<file path="src/rtl/base2log.sv">
// Pipelined unsigned log2: leading-one detect plus normalised fraction, one output register.
// Define BASE2LOG_FRAC_LUT_EN to use a rounded lookup fraction instead of Mitchell truncation.
module base2log #(
    parameter int unsigned FRAC_BITS = 3
) (
    input  logic        clk,
    input  logic        rst,
    input  logic        valid_i,
    input  logic [31:0] number_i,
    output logic        valid_o,
    output logic [7:0]  log_o,
    output logic        zero_o
);

    // Keep only the top FRAC_BITS fractional bits, zeroing the rest.
    localparam logic [2:0] FRAC_MASK = (FRAC_BITS >= 3) ? 3'b111 :
                                       (FRAC_BITS == 2) ? 3'b110 : 3'b100;

    logic [4:0]  msb_pos;
    logic [31:0] norm;
    logic [2:0]  f3;
    logic [7:0]  log_next;
    logic        zero_next;

    always_comb begin
        msb_pos = '0;
        for (int unsigned i = 0; i < 32; i++) begin
            if (number_i[i]) msb_pos = 5'(i);
        end
    end

    // Shift the leading one to bit 31 so the mantissa sits left-aligned in bits [30:0].
    assign norm = number_i << (5'd31 - msb_pos);

`ifdef BASE2LOG_FRAC_LUT_EN
    logic [3:0] m4;
    assign m4 = 4'(norm >> 27);

    always_comb begin
        case (m4)
            4'd0:    f3 = 3'd0;
            4'd1:    f3 = 3'd1;
            4'd2:    f3 = 3'd1;
            4'd3:    f3 = 3'd2;
            4'd4:    f3 = 3'd3;
            4'd5:    f3 = 3'd3;
            4'd6:    f3 = 3'd4;
            4'd7:    f3 = 3'd4;
            4'd8:    f3 = 3'd5;
            4'd9:    f3 = 3'd5;
            4'd10:   f3 = 3'd6;
            4'd11:   f3 = 3'd6;
            4'd12:   f3 = 3'd6;
            default: f3 = 3'd7;
        endcase
    end
`else
    assign f3 = 3'(norm >> 28);
`endif

    assign zero_next = (number_i == '0);
    assign log_next  = zero_next ? '0 : {msb_pos, f3 & FRAC_MASK};

    always_ff @(posedge clk) begin
        if (rst) begin
            valid_o <= 1'b0;
            log_o   <= '0;
            zero_o  <= 1'b0;
        end else begin
            valid_o <= valid_i;
            if (valid_i) begin
                log_o  <= log_next;
                zero_o <= zero_next;
            end
        end
    end

endmodule

</file>
<file path="config.mk">
export PLATFORM = sky130hd
export DESIGN_NAME = base2log
export DESIGN_NICKNAME = d
export VERILOG_FILES = /design/src/rtl/base2log.sv
export SDC_FILE = /design/constraint.sdc
export NUM_CORES = 1
export LEC_CHECK = 0
export CAP_MARGIN = 0
export CORE_MARGIN = 2
export CORE_UTILIZATION = 53
export CTS_CLUSTER_SIZE = 20
export DETAILED_ROUTE_END_ITERATION = 10
export GPL_TIMING_DRIVEN = 0
export PLACE_DENSITY_LB_ADDON = 0.1
export SYNTH_ARGS = -nofsm -noshare
export SYNTH_HDL_FRONTEND = slang
export SYNTH_SLANG_ARGS = --single-unit
</file>
<file path="constraint.sdc">
create_clock -name clk -period 6.3 [get_ports clk]
set_input_delay 0.945 -clock clk [delete_from_list [all_inputs] [get_ports clk]]
set_output_delay 0.945 -clock clk [all_outputs]
set_load 0.02 [all_outputs]
</file>
==> metrics.md <==
| Metric | Value |
|---|---|
| Final period utilization | `between 60% and 70%` |
| H-Tree Level Count | `1` |
| Reg2reg start | `log_o[0]$_SDFFE_PP0P_` |
| Mapped Area | `1652 um2` |
| Ant. Diodes | `0` |
| Clk_skew | `0 ns` |
| Initial antenna violation count | `0` |
| Max IR drop VDD | `0.1065 mV` |
| PwrDens | `122.5 nW/um2` |
| # DRC | `0` |
| Post-CTS sizing | `0` |
| Ys async rst share | `0%` |
| Initial Util | `55.00%` |
| Worst Path Arrival | `4.38 ns` |
| Total die area | `about 3600 um2` |
| Grt met1 use | `between 40% and 50%` |
| CP startpoint kind | `input pin` |
| Fmax | `236.7 MHz` |
| HP Class | `reg -> reg` |
| Core area | `3003 um2` |
| DR iter-0 viols | `215` |
| Post-CTS setup buffer count | `0` |
| Die height | `59.82 um` |
| Final RePlAce weighted congestion | `0.9452` |
| IO buf count | `44` |
| Most Crowded Layer GR | `met2` |
| Max cap viols | `0` |
| R2r worst-path depth | `5` |
| Mapped Nets | `260` |
| Floorplan die width | `59.82 um` |
| Most frequent cells in the layout | `clkdlybuf4s50_1, nor2_1, nand2_1` |
| Slew Viols, Final | `0` |
| Number of synthesized flops with an enable pin | `0` |
| CTS root buf | `clkbuf_4` |
| Area added between synthesis and finish | `31.36%` |
| Fin crit period | `between 4 and 5 ns` |
| Worst-path fanout max | `10` |
| Hold path start | `log_o[7]$_SDFFE_PP0P_` |
| Hold WS | `0.4879 ns` |
| GRT Residual Overflow | `0` |
| Synth unique cells | `52` |
| Clk sinks | `10` |
| Crit path kind | `in -> reg` |
| Crit. Startpoint | `number_i[21]` |
| Slew HR | `36.38%` |
| Total Nets Final | `around 310` |
| Total GRT Usage | `33.41%` |
| GR Util met2 | `55.59%` |
| Synth Register Bits | `10` |
| Synth Instances | `225` |
| YS warnings | `0` |
| Seq/Total Area, Yosys | `12.12%` |
| Num ports | `45` |
| Largest net degree at the start of global routing | `11` |
| Leak | `0.7706 nW` |
| Share of layout cells above drive strength 1 | `roughly 8.8%` |
| CTS tree | `done` |
| Top FF cell, synth | `dfxtp_1` |
| Design Power | `between 0.0002 and 0.0003 W` |
| Clk slew on worst S/H paths | `about 0.070 ns` |
| Outcome | `complete, no violations` |
| Clk buf depth | `2` |
| Hold Fails Final Rpt | `0` |
| Post-Syn Area per Cell | `7.340 um2` |
| Vias | `2,132` |
| Routed WL per cell | `18.91 um` |
| RSZ-0062 raised after global routing | `false` |
| Final setup fails | `0` |
| DR vias/cell | `around 7` |
| Commonest non-fill, non-tap cell in the layout | `clkdlybuf4s50_1` |
| Final setup TNS | `0 ns` |
| Crit. End Element | `flop` |
| Reg2reg end | `log_o[0]$_SDFFE_PP0P_` |
| First drt pass iteration count | `7` |
| Number of CTS-inserted buffers | `3` |
| CTS Hold Buffers Added | `0` |
| Reg-to-reg setup timing slack | `5.15 ns` |
| Global-route wire length before repair | `9218 um` |
| CP endpoint | `log_o[2]$_SDFFE_PP0P_` |
| Post-route ant nets | `0` |
| WL final | `between 5000 and 6000 um` |
| Num rows | `20` |
| Worst Path Required | `between 6 and 7 ns` |
| Met3 usage | `under 10%` |
| Final HPWL DP | `about 4500 um` |
| Tightest Pin Transition | `0.9456 ns` |
| Clock insertion delay at the later pin of the skew report | `0.27 ns` |
| Vias in the first global route | `1,987` |
-- where the power goes --
part	internal [W]	leakage, nW	switching, W
Combinational	0.0000620	0.667	0.0000738
Sequential	0.0000677	0.0831	0.00000198
Clock	0.0000352	0.0210	0.0000250
-- cells in the mapped netlist, drive strengths merged (4+ instances only) --
library cell,count,area [um2]
a211oi,15,125.1
a21boi,4,30.03
a21oi,11,55.05
a221oi,7,67.56
and2,5,31.28
clkbuf,9,33.78
dfxtp,10,200.2
inv,10,37.54
mux2,4,45.04
mux2i,12,120.1
nand2,16,60.06
nand2b,6,37.54
nand3,4,20.02
nor2,25,93.84
nor2b,6,37.54
nor4,11,68.82
o2111ai,4,35.03
o21ai,9,48.80
o311ai,4,35.03
-- flip-flops by register name (all words and copies together) (netlist names) --
register,flops
zero_o,1
valid_o,1
log_o,8
-- worst min path at each step --
| stage | endpoint | depth (start not counted) | slack [ns] |
|---|---|---|---|
| finish | log_o[7]$_SDFFE_PP0P_ | 2 | 0.49 |
| global route | log_o[7]$_SDFFE_PP0P_ | 2 | 0.51 |
| CTS | log_o[7]$_SDFFE_PP0P_ | 2 | 0.49 |
| detailed placement | log_o[7]$_SDFFE_PP0P_ | 2 | 0.48 |
| global placement | zero_o$_SDFFE_PP0P_ | 2 | 0.46 |
| floorplan | zero_o$_SDFFE_PP0P_ | 2 | 0.55 |
-- metrics by stage --
stage / util, % / std cells / area [um2] / setup WS, ns
global placement: 71.04 / 302 / 2133 / 1.992
floorplan: - / 225 / 1652 / 2.992
CTS: 72.25 / 306 / 2170 / 2.247
finish: 72.25 / 306 / 2170 / 2.075
global route: 72.25 / 306 / 2170 / 1.961
detailed placement: 71.04 / 302 / 2133 / 1.960
-- cell families after synthesis --
logic type | synth area share [%]
mux | 14.09
flops | 12.12
buf+inv | 5.151
compound gates | 41.89
simple gates | 26.74
-- layout make-up --
type                    count  area (um2)
multi-input cells         193        1366
fillers                   261       833.3
repair buffers             44       440.4
flip-flops and latches     10       200.2
plain buffers              12       47.55
well taps                  33       41.29
inverters                  10       37.54
clock buffers               4       36.28
-- critical path: stages --
cell and delay (ns):
clkdlybuf4s50_1 0.53, nor4_1 0.86, o211a_1 0.29, o31a_1 0.20, clkbuf_1 0.42, nand3_1 0.22, a221oi_1 0.33, a211oi_1 0.11
nor4_1 0.37, a211oi_1 0.08
-- metal layers --
layer  vias to the layer above  share of wire [%]  wire length [um]
li1                       1009                  -                 -
met1                      1006                 44              2523
met2                       108                 47              2727
met3                         9                8.0               464
met4                         0                1.2                70
met5                         -                  0                 0
(Power assumes the default switching activity.)
